<file path="src/rtl/ps2_key_tracker_pkg.sv">
// Shared types and constants for the PS/2 key tracker: frame/decoder states,
// Set-2 prefix bytes, the ignored-code list and the key index width.
package ps2_pkg;

  localparam int unsigned KEY_IDX_W = 9;
  localparam int unsigned KEY_MAP_W = 1 << KEY_IDX_W;

  localparam logic [7:0] PS2_EXT   = 8'hE0;
  localparam logic [7:0] PS2_BRK   = 8'hF0;
  localparam logic [7:0] PS2_PAUSE = 8'hE1;

  typedef enum logic [1:0] {
    RX_IDLE,
    RX_DATA,
    RX_PARITY,
    RX_STOP
  } rx_state_t;

  typedef enum logic [1:0] {
    D_IDLE,
    D_EXT,
    D_BRK,
    D_EXT_BRK
  } dec_state_t;

  // Keyboard status/acknowledge bytes that never describe a key.
  function automatic logic is_ignored(input logic [7:0] code);
    case (code)
      8'h00, 8'hAA, 8'hEE, 8'hFA,
      8'hFC, 8'hFD, 8'hFE, 8'hFF: return 1'b1;
      default:                    return 1'b0;
    endcase
  endfunction

endpackage

</file>
<file path="src/rtl/ps2_key_tracker_if.sv">
// Key-state interface published to the game logic; the tracker drives the
// master side, consumers attach to the slave side.
interface ps2_key_tracker_if;
  import ps2_pkg::*;

  logic [KEY_MAP_W-1:0] key_down;
  logic [KEY_IDX_W-1:0] last_change;
  logic                 been_ready;
  logic                 parity_err;

  modport master (output key_down, output last_change, output been_ready, output parity_err);
  modport slave  (input  key_down, input  last_change, input  been_ready, input  parity_err);
endinterface

</file>
<file path="src/rtl/ps2_key_tracker_frame_rx.sv">
// PS/2 device-to-host frame receiver: synchronizer, clock glitch filter, frame
// FSM with idle timeout. Parity is enforced only when PS2_PARITY_CHECK_EN is defined.
module ps2_frame_rx
  import ps2_pkg::*;
#(
  parameter int unsigned FILTER_LEN     = 8,
  parameter int unsigned TIMEOUT_CYCLES = 20000
) (
  input  logic       CLK100MHZ,
  input  logic       RESET,
  input  logic       PS2_CLK,
  input  logic       PS2_DATA,
  output logic       byte_valid,
  output logic [7:0] rx_byte,
  output logic       parity_err,
  output logic       rx_timeout
);

  localparam int unsigned FW = $clog2(FILTER_LEN + 1);
  localparam int unsigned TW = $clog2(TIMEOUT_CYCLES + 1);

  logic          clk_s1, clk_s2, dat_s1, dat_s2;
  logic          clk_filt;
  logic [FW-1:0] filt_cnt;
  logic          fall;

  rx_state_t     state_q, state_d;
  logic [2:0]    bit_cnt_q, bit_cnt_d;
  logic [7:0]    shift_q, shift_d;
  logic [TW-1:0] tmo_q, tmo_d;
`ifdef PS2_PARITY_CHECK_EN
  logic          par_q, par_d;
`endif

  // Idle-high line: synchronizers and filter come out of reset at 1 so no false edge.
  always_ff @(posedge CLK100MHZ) begin
    if (RESET) begin
      clk_s1 <= 1'b1;
      clk_s2 <= 1'b1;
      dat_s1 <= 1'b1;
      dat_s2 <= 1'b1;
    end else begin
      clk_s1 <= PS2_CLK;
      clk_s2 <= clk_s1;
      dat_s1 <= PS2_DATA;
      dat_s2 <= dat_s1;
    end
  end

  assign fall = clk_filt && !clk_s2 && (filt_cnt == FW'(FILTER_LEN - 1));

  always_ff @(posedge CLK100MHZ) begin
    if (RESET) begin
      clk_filt <= 1'b1;
      filt_cnt <= '0;
    end else if (clk_s2 == clk_filt) begin
      filt_cnt <= '0;
    end else if (filt_cnt == FW'(FILTER_LEN - 1)) begin
      clk_filt <= clk_s2;
      filt_cnt <= '0;
    end else begin
      filt_cnt <= filt_cnt + 1'b1;
    end
  end

  always_ff @(posedge CLK100MHZ) begin
    if (RESET) begin
      state_q   <= RX_IDLE;
      bit_cnt_q <= '0;
      shift_q   <= '0;
      tmo_q     <= '0;
`ifdef PS2_PARITY_CHECK_EN
      par_q     <= 1'b0;
`endif
    end else begin
      state_q   <= state_d;
      bit_cnt_q <= bit_cnt_d;
      shift_q   <= shift_d;
      tmo_q     <= tmo_d;
`ifdef PS2_PARITY_CHECK_EN
      par_q     <= par_d;
`endif
    end
  end

  always_comb begin
    state_d    = state_q;
    bit_cnt_d  = bit_cnt_q;
    shift_d    = shift_q;
    tmo_d      = (state_q == RX_IDLE || fall) ? '0 : tmo_q + 1'b1;
    byte_valid = 1'b0;
    parity_err = 1'b0;
    rx_timeout = 1'b0;
`ifdef PS2_PARITY_CHECK_EN
    par_d      = par_q;
`endif
    if (state_q != RX_IDLE && tmo_q == TW'(TIMEOUT_CYCLES)) begin
      rx_timeout = 1'b1;
      state_d    = RX_IDLE;
      tmo_d      = '0;
    end else if (fall) begin
      case (state_q)
        RX_IDLE: begin
          if (!dat_s2) begin
            state_d   = RX_DATA;
            bit_cnt_d = '0;
          end
        end
        RX_DATA: begin
          shift_d   = {dat_s2, shift_q[7:1]};
          bit_cnt_d = bit_cnt_q + 1'b1;
          if (bit_cnt_q == 3'd7) state_d = RX_PARITY;
        end
        RX_PARITY: begin
`ifdef PS2_PARITY_CHECK_EN
          par_d = dat_s2;
`endif
          state_d = RX_STOP;
        end
        RX_STOP: begin
          state_d = RX_IDLE;
`ifdef PS2_PARITY_CHECK_EN
          if (!(^{shift_q, par_q})) parity_err = 1'b1;
          else                      byte_valid = dat_s2;
`else
          byte_valid = dat_s2;
`endif
        end
        default: state_d = RX_IDLE;
      endcase
    end
  end

  assign rx_byte = shift_q;

endmodule

</file>
<file path="src/rtl/ps2_key_tracker.sv">
// Set-2 scancode decoder and 512-bit key-held bitmap fed by ps2_frame_rx.
// Optional parity enforcement: define PS2_PARITY_CHECK_EN.
module ps2_key_tracker
  import ps2_pkg::*;
#(
  parameter int unsigned FILTER_LEN     = 8,
  parameter int unsigned TIMEOUT_CYCLES = 20000
) (
  input  logic               CLK100MHZ,
  input  logic               RESET,
  input  logic               PS2_CLK,
  input  logic               PS2_DATA,
  ps2_key_tracker_if.master  key_if
);

  logic       byte_valid, rx_perr, rx_timeout;
  logic [7:0] rx_byte;

  ps2_frame_rx #(
    .FILTER_LEN     (FILTER_LEN),
    .TIMEOUT_CYCLES (TIMEOUT_CYCLES)
  ) u_rx (
    .CLK100MHZ  (CLK100MHZ),
    .RESET      (RESET),
    .PS2_CLK    (PS2_CLK),
    .PS2_DATA   (PS2_DATA),
    .byte_valid (byte_valid),
    .rx_byte    (rx_byte),
    .parity_err (rx_perr),
    .rx_timeout (rx_timeout)
  );

  dec_state_t           dec_q, dec_d;
  logic                 upd, upd_make;
  logic [KEY_IDX_W-1:0] upd_idx;
  logic [KEY_MAP_W-1:0] key_down_q;
  logic [KEY_IDX_W-1:0] last_change_q;
  logic                 been_ready_q, parity_err_q;

  always_ff @(posedge CLK100MHZ) begin
    if (RESET) dec_q <= D_IDLE;
    else       dec_q <= dec_d;
  end

  always_comb begin
    dec_d    = dec_q;
    upd      = 1'b0;
    upd_make = 1'b0;
    upd_idx  = '0;
    if (rx_timeout) begin
      dec_d = D_IDLE;
    end else if (byte_valid) begin
      if (rx_byte == PS2_EXT) begin
        if (dec_q == D_IDLE) dec_d = D_EXT;
      end else if (rx_byte == PS2_BRK) begin
        if (dec_q == D_IDLE)     dec_d = D_BRK;
        else if (dec_q == D_EXT) dec_d = D_EXT_BRK;
      end else if (rx_byte == PS2_PAUSE) begin
        dec_d = dec_q;
      end else if (is_ignored(rx_byte)) begin
        dec_d = D_IDLE;
      end else begin
        upd      = 1'b1;
        upd_make = (dec_q == D_IDLE) || (dec_q == D_EXT);
        upd_idx  = {(dec_q == D_EXT) || (dec_q == D_EXT_BRK), rx_byte};
        dec_d    = D_IDLE;
      end
    end
  end

  always_ff @(posedge CLK100MHZ) begin
    if (RESET) begin
      key_down_q    <= '0;
      last_change_q <= '0;
      been_ready_q  <= 1'b0;
      parity_err_q  <= 1'b0;
    end else begin
      been_ready_q <= upd;
      parity_err_q <= rx_perr;
      if (upd) begin
        key_down_q[upd_idx] <= upd_make;
        last_change_q       <= upd_idx;
      end
    end
  end

  assign key_if.key_down    = key_down_q;
  assign key_if.last_change = last_change_q;
  assign key_if.been_ready  = been_ready_q;
  assign key_if.parity_err  = parity_err_q;

endmodule

</file>
<file path="src/flat_wrapper.sv">
// flat-port wrapper written by rule: the top's interface ports become plain ports
module ps2_key_tracker_flat import ps2_pkg::*;
#(
  parameter int unsigned FILTER_LEN     = 8,
  parameter int unsigned TIMEOUT_CYCLES = 20000
)
  (CLK100MHZ, RESET, PS2_CLK, PS2_DATA, key_if_key_down, key_if_last_change, key_if_been_ready, key_if_parity_err);
  ps2_key_tracker_if key_if_i ();
  input  logic CLK100MHZ;
  input  logic RESET;
  input  logic PS2_CLK;
  input  logic PS2_DATA;
  output wire logic [$bits(key_if_i.key_down)-1:0] key_if_key_down;
  output wire logic [$bits(key_if_i.last_change)-1:0] key_if_last_change;
  output wire logic [$bits(key_if_i.been_ready)-1:0] key_if_been_ready;
  output wire logic [$bits(key_if_i.parity_err)-1:0] key_if_parity_err;
  assign key_if_key_down = key_if_i.key_down;
  assign key_if_last_change = key_if_i.last_change;
  assign key_if_been_ready = key_if_i.been_ready;
  assign key_if_parity_err = key_if_i.parity_err;
  ps2_key_tracker #(.FILTER_LEN(FILTER_LEN), .TIMEOUT_CYCLES(TIMEOUT_CYCLES)) u_core (.CLK100MHZ(CLK100MHZ), .RESET(RESET), .PS2_CLK(PS2_CLK), .PS2_DATA(PS2_DATA), .key_if(key_if_i));
endmodule
</file>
<file path="config.mk">
export PLATFORM = sky130hd
export DESIGN_NAME = ps2_key_tracker_flat
export DESIGN_NICKNAME = d
export VERILOG_FILES = /design/src/rtl/ps2_key_tracker_pkg.sv /design/src/rtl/ps2_key_tracker_if.sv /design/src/rtl/ps2_key_tracker_frame_rx.sv /design/src/rtl/ps2_key_tracker.sv /design/src/flat_wrapper.sv
export SDC_FILE = /design/constraint.sdc
export NUM_CORES = 1
export LEC_CHECK = 0
export CORE_ASPECT_RATIO = 1.25
export CORE_MARGIN = 2
export CORE_UTILIZATION = 33
export CTS_CLUSTER_DIAMETER = 100
export CTS_CLUSTER_SIZE = 30
export DETAILED_ROUTE_END_ITERATION = 10
export PLACE_DENSITY = 0.67
export SLEW_MARGIN = 25
export SYNTH_ARGS = -nofsm -noshare
export SYNTH_HDL_FRONTEND = slang
export SYNTH_HIERARCHICAL = 1
export SYNTH_SLANG_ARGS = --single-unit
</file>
<file path="constraint.sdc">
create_clock -name CLK100MHZ -period 3.55 [get_ports CLK100MHZ]
set_clock_uncertainty 0.1 [all_clocks]
set_input_delay 0.71 -clock CLK100MHZ [delete_from_list [all_inputs] [get_ports CLK100MHZ]]
set_output_delay 0.71 -clock CLK100MHZ [all_outputs]
set_load 0.1 [all_outputs]
</file>
# Word level (Yosys, flattened, before mapping)
# Cells that the tools add are included.
# totals
register_bits	561
in_bits	4
out_inout_bits	523
elab_cells	110
# op_classes
addsub	3
magnitude_cmp	2
n_eq_ne	24
muxes	42
bitwise_logic	2
n_reduce_logical	23
# op_table
cell	n
512-bit bitwise mux	1
8-bit equality test, second input constant	10
9-bit 2-to-1 mux	6
1-bit 2-to-1 mux	23
2-bit 2-to-1 mux	8
15-bit by 1-bit adder with 15-bit output, second input constant	1
15-bit equality test, second input constant	1
9-bit by 10-bit less-than comparator with 1-bit output, second input constant	1
1-bit demux with 9-bit select	1
9-bit by 1-bit >= comparator with 1-bit output, second input constant	1
8-bit logical NOT	1
2-bit one-hot mux with 4 select lines	1
4-bit AND reduction	2
8-bit OR reduction	1
2-bit equality test, second input constant	3
2-bit inequality test, second input constant	3
3-bit one-hot mux with 2 select lines	1
3-bit AND reduction	2
3-bit OR reduction	2
4-bit by 1-bit adder with 4-bit output, second input constant	1
2-bit by 1-bit equality test with 1-bit output, second input constant	2
4-bit by 3-bit equality test with 1-bit output, second input constant	1
1-bit logical AND	4
2-bit logical NOT	2
12 further kinds	17

# Logic depth before layout (Yosys ltp)
# Gate-level depths: netlist of the first run.
# logic_depth
word_depth	19
mapped_depth	14
ltp_nobuf	11

# By module
# Netlist of the first run, hierarchy kept.
# modules_own_cells
mod	n_inst	cells_per_inst	area_per_inst_um2	seq_area_each_um2
ps2_key_tracker	1	2495	20778.7	10510.1
ps2_frame_rx	1	179	1649.1	740.7

# Worst setup path after synthesis of the first run
# OpenSTA, ideal clock, no wires.
# synth_timing
path_kind	register -> register
startpoint	reg u_core.u_rx.filt_cnt[0]
endpoint	reg u_core.key_down_q[119], in the netlist u_core/key_if.key_down[119]
setup_ns	0.132
arrival_ns	2.554
required_time_ns	3.318
path_slack_ns	0.764
path_stages_with_launch	14
n_path_buf	5
period_less_slack_ns	2.786
cell_sequence	dfxtp_1 > ha_1 > and4b_1 > clkbuf_1 > nand3_1 > nor2_1 > buf_4 > or3b_1 > buf_2 > or3_1 > buf_2 > clkbuf_1 > o21ai_0 > a21oi_1
# synth_between
elab_chain_len	11
word_cells_on_any_way	16
cone_classes	order compare: 2; eq/ne: 1; mux: 11; reduce/logical: 2
# synth_rtl
element	line_no	source
from (decl)	ps2_key_tracker_frame_rx.sv:24	logic [FW-1:0] filt_cnt;
from (signal assigned)	ps2_key_tracker_frame_rx.sv:62	filt_cnt <= filt_cnt + 1'b1;
4-bit by 3-bit equality test with 1-bit output (*)	ps2_key_tracker_frame_rx.sv:50	assign fall = clk_filt && !clk_s2 && (filt_cnt == FW'(FILTER_LEN - 1));
1-bit logical AND (*)	ps2_key_tracker_frame_rx.sv:50	
1-bit 2-to-1 mux (*)	ps2_key_tracker_frame_rx.sv:101	end else if (fall) begin
1-bit 2-to-1 mux (*)	ps2_key_tracker_frame_rx.sv:97	if (state_q != RX_IDLE && tmo_q == TW'(TIMEOUT_CYCLES)) begin
via u_core.byte_valid	ps2_key_tracker.sv:16	logic byte_valid, rx_perr, rx_timeout;
9-bit 2-to-1 mux	ps2_key_tracker.sv:52	end else if (byte_valid) begin
9-bit 2-to-1 mux	ps2_key_tracker.sv:50	if (rx_timeout) begin
9-bit by 10-bit less-than comparator with 1-bit output (implied by the code) or 9-bit by 1-bit >= comparator with 1-bit output (tied branches)	ps2_key_tracker.sv:81	key_down_q[upd_idx] <= upd_make;
1-bit logical AND (implied by the code)	ps2_key_tracker.sv:81	
1-bit 2-to-1 mux (implied by the code)	ps2_key_tracker.sv:81	
1-bit demux with 9-bit select	-	
512-bit bitwise mux	ps2_key_tracker.sv:81	
to (signal, indexed assignment)	ps2_key_tracker.sv:81	
to (decl)	ps2_key_tracker.sv:36	logic [KEY_MAP_W-1:0] key_down_q;
# The timed path passes the listed nets; every way through them passes the cells marked *.
# A chain may end at the register's enable or synchronous reset.

# Worst setup path after layout of the first run
# layout_timing
startpoint	reg u_core.u_rx.tmo_q[5]
endpoint	reg u_core.key_down_q[63], in the netlist u_core/key_if.key_down[63]
# layout_between
word_cells_on_any_way	16
cone_classes	order compare: 2; eq/ne: 1; mux: 11; reduce/logical: 2
# layout_lines
element	line_no	source
from (decl)	ps2_key_tracker_frame_rx.sv:30	logic [TW-1:0] tmo_q, tmo_d;
from (signal assigned)	ps2_key_tracker_frame_rx.sv:79	tmo_q <= tmo_d;
15-bit equality test (*)	ps2_key_tracker_frame_rx.sv:97	
1-bit logical AND (*)	ps2_key_tracker_frame_rx.sv:97	
1-bit 2-to-1 mux (*)	ps2_key_tracker_frame_rx.sv:97	
via u_core.rx_timeout	ps2_key_tracker.sv:16	
9-bit 2-to-1 mux	ps2_key_tracker.sv:50	
9-bit by 10-bit less-than comparator with 1-bit output (implied by the code) or 9-bit by 1-bit >= comparator with 1-bit output (tied branches)	ps2_key_tracker.sv:81	
1-bit logical AND (implied by the code)	ps2_key_tracker.sv:81	
1-bit 2-to-1 mux (implied by the code)	ps2_key_tracker.sv:81	
1-bit demux with 9-bit select	-	
512-bit bitwise mux	ps2_key_tracker.sv:81	
# Marks and branches as above.

==> flow_summary.ini, run 1 <==
[outcome]
status = finished, final reports clean

[placed_design]
dp_hpwl_um = 71400
gp_congestion = 0.918
portBuffers = 526

[yosys]
synth.avg_cell_area_um2 = 8.39
synth.largest_area_cell = dfxtp_1
synth_area_leaders = dfxtp_1, a21oi_1, nand3_1
synth_top_cell_area_share = 0.502
synth_edf_count = 0
synth.distinct_cells = 71
synthArstFlopShare = 0
synth_commonest_cells = dfxtp_1, a21oi_1, nand3_1
ys_ff_latch = 562
synth_top_flop_cell = dfxtp_1
ys_seq_area_frac = 0.502
yosysMostFrequentCell = dfxtp_1
syn_inst = 2674
netlist_area_um2 = 22400
yosysWarnings = 6
synthesis.nets = 2688

[pwr]
p_leak_nw = 9.94
p_total_w = 0.00978
powerDensity_nw_per_um2 = 340
irDropWorstVdd_mv = 0.378

[timing]
period_needed_ns = 3.36
setup_violations = 0
rsz0062_at_grt = no
slew_viol_final = 0
clock.fmax_mhz = 298
worstMarginPinSlew_ns = 1.08
relSlewSlack = 0.277
min_period_over_period = 0.946
tns_ns = 0
hold_viol_final = 0

[cts]
clk_pin_slew_ns = 0.11
numCtsBuffers = 23
post_cts_resized = 0
numClockSinks = 562
clockBufferDepth = 3
htree_levels = 1
cts_tree = done
cts-root-buf = clkbuf_16
clk_latency_ns = 0.60
post_cts_buffers = 0
holdBufCountCts = 0

[floorplanning]
initial_core_util = 0.334
core_um2 = 67100
chipHeight_um = 295
die_x_um = 237
ios = 527
die_area_um2 = 70100
rows = 106

[hold_path]
whs_path_depth = 1
min_path_type = register to register
min_to = u_core/u_rx/dat_s2
hp-start = u_core/u_rx/dat_s1

[global_routing]
grt_max_degree = 171
grt.busiest_layer = met2
grt_pass1_wl_um = 147000
track_usage = 0.280
grtUsageMet1 = 0.358
grt_overflow_total = 0
antenna_found_initial = 2
grtUsageMet3 = 0.0596
use_met2 = 0.446
grt_pass1_vias = 20862

[cells_and_area]
multi_input_area_um2 = 9990
seqCellArea_um2 = 11300
n_fill_cell = 6670
areaGrowthSynthToFinish_pct = 28.3
layout-drive-gt1-share = 0.181
nets = 3082

[setup_path]
critPathCaptureType = register
r2r-start = u_core/u_rx/tmo_q[5]
cp-start-kind = register
crit_type = register to register
worstPathMaxFanout = 14
required_ns = 3.97
rr_endpoint = u_core/key_if.key_down[63]
r2r_slack_ns = 0.19
worstRegToRegCells = 11
worstPathArrival_ns = 3.78

[drt]
drc = 0
vias = 22778
wirelength_um = 103000
drt_first_pass_iters = 9
ant_nets = 0
first_iter_violations = 3041
wl_per_cell_um = 26.2
via_per_inst = 5.78

[flow_run]
max_cap_viol_count = 0
-- routing by layer --
metal  up-vias  wire length [um]
met3       267             10200
met4         2              5690
met1     10830             40400
met2      1332             46900
li1      10347                 -
met5         -                11
-- per-stage QoR --
stage	std cells	utilization	area [um2]	hold slack (ns)	worst slack, ns
after floorplan	2674	-	22400	0.289	0.764
after global placement	3907	0.419	28100	0.300	0.380
after detailed placement	3907	0.419	28100	0.310	0.305
after CTS	3937	0.429	28800	0.337	0.280
after global routing	3937	0.429	28800	0.357	0.0323
final	3938	0.429	28800	0.334	0.193
-- final cells by class --
cell class / instances / share of cell area
inverters: 15 / 0.00213
clock buffers: 26 / 0.0211
well taps: 864 / 0.0376
flip-flops and latches: 562 / 0.391
clock inverters: 4 / 0.00139
multi-input cells: 1797 / 0.347
diodes: 1 / 0.0000870
repair buffers: 669 / 0.200
-- cell families after synthesis --
| logic type | share of synthesized area |
|---|---|
| xor gates and xnor gates | 0.00586 |
| other | 0.000167 |
| AOI/OAI and AO/OA | 0.229 |
| muxes | 0.0174 |
| and+or+nand+nor | 0.181 |
| adders and majority gates | 0.00558 |
| DFF | 0.502 |
| buffers and inverters | 0.0599 |
-- report_power, final --
group / internal [W] / switching, W / leakage [nW]
clock network: 0.00125 / 0.00208 / 0.316
registers: 0.00631 / 0.00000156 / 4.53
logic: 0.0000168 / 0.000129 / 5.09
-- worst max path at each step --
stage	startpoint	end	slack (ns)	cells past startpoint
final	u_core/u_rx/tmo_q[5]	u_core/key_if.key_down[63]	0.19	11
after global routing	u_core/u_rx/state_q[0]	u_core/key_if.key_down[346]	0.03	13
after CTS	u_core/u_rx/state_q[0]	u_core/key_if.key_down[186]	0.28	11
after detailed placement	u_core/u_rx/state_q[0]	u_core/key_if.key_down[186]	0.30	11
after global placement	u_core/u_rx/state_q[0]	u_core/key_if.key_down[186]	0.38	11
after floorplan	u_core/u_rx/filt_cnt[0]	u_core/key_if.key_down[119]	0.76	13
-- worst max-delay path, stage by stage (launching register included) --
cell	delay (ns)
dfxtp_1	0.46
nor4b_1	0.47
nand4_2	0.27
inv_2	0.24
nor2_1	0.10
buf_4	0.17
nor2b_1	0.16
and3_1	0.25
nand2_2	0.35
buf_4	0.37
o21ai_0	0.14
a21oi_1	0.17
-- flip-flops by register name, indices dropped and copies added, names as in the netlist --
signal                     count
u_core/u_rx/clk_filt           1
u_core/u_rx/tmo_q             15
u_core/key_if.last_change      9
u_core/key_if.key_down       512
u_core/u_rx/filt_cnt           4
u_core/u_rx/bit_cnt_q          3
u_core/u_rx/dat_s1             1
u_core/u_rx/dat_s2             1
u_core/u_rx/clk_s1             1
u_core/key_if.been_ready       1
u_core/u_rx/state_q            2
u_core/u_rx/rx_byte            8
u_core/key_if.parity_err       1
u_core/u_rx/clk_s2             1
u_core/dec_q                   2
-- placed cells by master (no fill, tap or decap), types with 8 or more instances in the layout --
cell type	count
a21oi_1	426
a311oi_1	8
buf_12	16
buf_4	447
clkbuf_16	23
clkdlybuf4s50_1	204
dfxtp_1	560
ha_1	10
inv_1	12
mux2i_1	39
nand2_1	89
nand2_2	8
nand2b_1	16
nand3_1	410
nand3_2	9
nand4_1	12
nor2_1	65
nor2b_1	34
nor3_1	20
nor4_1	9
o211ai_1	18
o21ai_0	416
o311ai_0	20
o31ai_1	26
o41ai_1	17
or3_1	44
or4_1	10
xnor2_1	12
Power figures use the tool's default switching activity.
==> run 2, diff against run 1 <==
SETUP_SLACK_MARGIN = 0.5   (was not set)
clock period = 3.7 ns   (was 3.55 ns; I/O delays follow)
==> run 2 against run 1 <==
Net effect: global-route usage rose by 0.17 points; first-iteration DRC count fell by 4.5%; register-to-register slack improved by 0.45 ns.
==> flow_summary.ini, run 2 (synthesis gave the netlist of run 1 again) <==
[drt]
drt_first_pass_iters = 6
vias = 22989
first_iter_violations = 2905
wirelength_um = 105000
ant_nets = 0
wl_per_cell_um = 26.7
via_per_inst = 5.83
drc = 0

[cts]
numClockSinks = 562
clk_latency_ns = 0.61
clk_pin_slew_ns = 0.11
cts_tree = done
htree_levels = 1
cts-root-buf = clkbuf_16
numCtsBuffers = 24
holdBufCountCts = 0
clockBufferDepth = 3

[pwr]
p_total_w = 0.00959
irDropWorstVdd_mv = 0.295
powerDensity_nw_per_um2 = 323
p_leak_nw = 9.62

[timing]
worstMarginPinSlew_ns = 1.05
min_period_over_period = 0.827
tns_ns = 0
period_needed_ns = 3.06
layout_setup_ws_ns = 0.639
rsz0062_at_grt = yes
relSlewSlack = 0.296
slew_viol_final = 0
setup_violations = 0
clock.fmax_mhz = 327
hold_viol_final = 0

[setup_path]
worstPathCellList = clkdlybuf4s50_1
cp-start-kind = register
worstPathArrival_ns = 2.22
critPathBufInv = 1
crit_type = register to output pin
max_stage_delay_ns = 1.17
required_ns = 2.86
critPathCaptureType = output pin
cp_slowest_cell = clkdlybuf4s50_1
crit_family = buffers and inverters
worstPathMaxFanout = 2

[global_routing]
grt_pass1_wl_um = 147000
grt_max_degree = 211
antenna_found_initial = 1
grt_overflow_total = 0
grt_pass1_vias = 20911
track_usage = 0.281

[floorplanning]
chipHeight_um = 295
rows = 106
die_area_um2 = 70100
die_x_um = 237
core_um2 = 67100
initial_core_util = 0.334
ios = 527

[cells_and_area]
layout_common_cells = dfxtp_1, a21oi_1, o21ai_0
layout_commonest_cell = dfxtp_1
layout-drive-gt1-share = 0.124
nets = 3086
fin_cells = 3942
areaGrowthSynthToFinish_pct = 32.6
largest_register_ffs = 512
postLayoutCoreUtil = 0.443

[placed_design]
dpl_worst_slack_ns = 0.127
dp_hpwl_um = 70700
gp_congestion = 0.893
portBuffers = 526
dp.cells = 3892

[outcome]
status = finished, final reports clean

[hold_path]
min_path_type = register to register

[flow_run]
max_cap_viol_count = 0
[run 2: changes by cell type in the layout (fill, tap and decap cells not counted), sizes merged]
cell | previous run | this run
clkinv | 1 | 3
inv | 17 | 16
clkbuf | 26 | 28
clkdlybuf4s50 | 204 | 411
bufinv | 0 | 1
buf | 465 | 259
clkinvlp | 1 | 0
[run 2: final timing paths]
check | from | to | slack [ns] | cells after the start
worst max-delay path | u_core/key_if.key_down[133] | key_if_key_down[133] | 0.64 | 1
worst min-delay path | u_core/u_rx/dat_s1 | u_core/u_rx/dat_s2 | 0.33 | 1
worst max register to register | u_core/u_rx/state_q[0] | u_core/key_if.key_down[415] | 0.64 | 14
worst min register to register | u_core/u_rx/dat_s1 | u_core/u_rx/dat_s2 | 0.33 | 1
[run 2: metrics by stage]
step                      instance area [um2]  hold WS [ns]
final                                   29700         0.335
after global routing                    29700         0.329
after CTS                               29400         0.313
after detailed placement                28500         0.324
after global placement                  28500         0.306
after floorplan                         22400         0.289
[run 2: timing repair]
item	4_1_cts	5_1_grt
gates resized for setup	21	45
pin swaps	2	1
setup endpoints to repair	209	414
buffers inserted	4	10
cloned	0	3
[run 2: power by group]
group | leakage, nW | total (W) | internal [W] | switching, W
clock network | 0.355 | 0.00339 | 0.00134 | 0.00205
registers | 4.53 | 0.00605 | 0.00605 | 0.00000204
logic | 4.74 | 0.000147 | 0.0000196 | 0.000127
total | 9.62 | 0.00959 | 0.00741 | 0.00218
[run 2: cell type report]
cell class / instances / area, um2
Clock buffer: 26 / 629
Multi-Input combinational cell: 1797 / 10200
Sequential cell: 562 / 11300
Timing Repair Buffer: 672 / 6390
Antenna cell: 1 / 2.50
Inverter: 15 / 61.3
Clock inverter: 5 / 108
Fill cell: 6562 / 37400
Tap cell: 864 / 1080
[run 2: metal layers]
metal  GRT usage  routed length (um)
met2       0.457               48400
met5           0                   0
met3      0.0666               10200
met4       0.150                6190
met1       0.346               40200
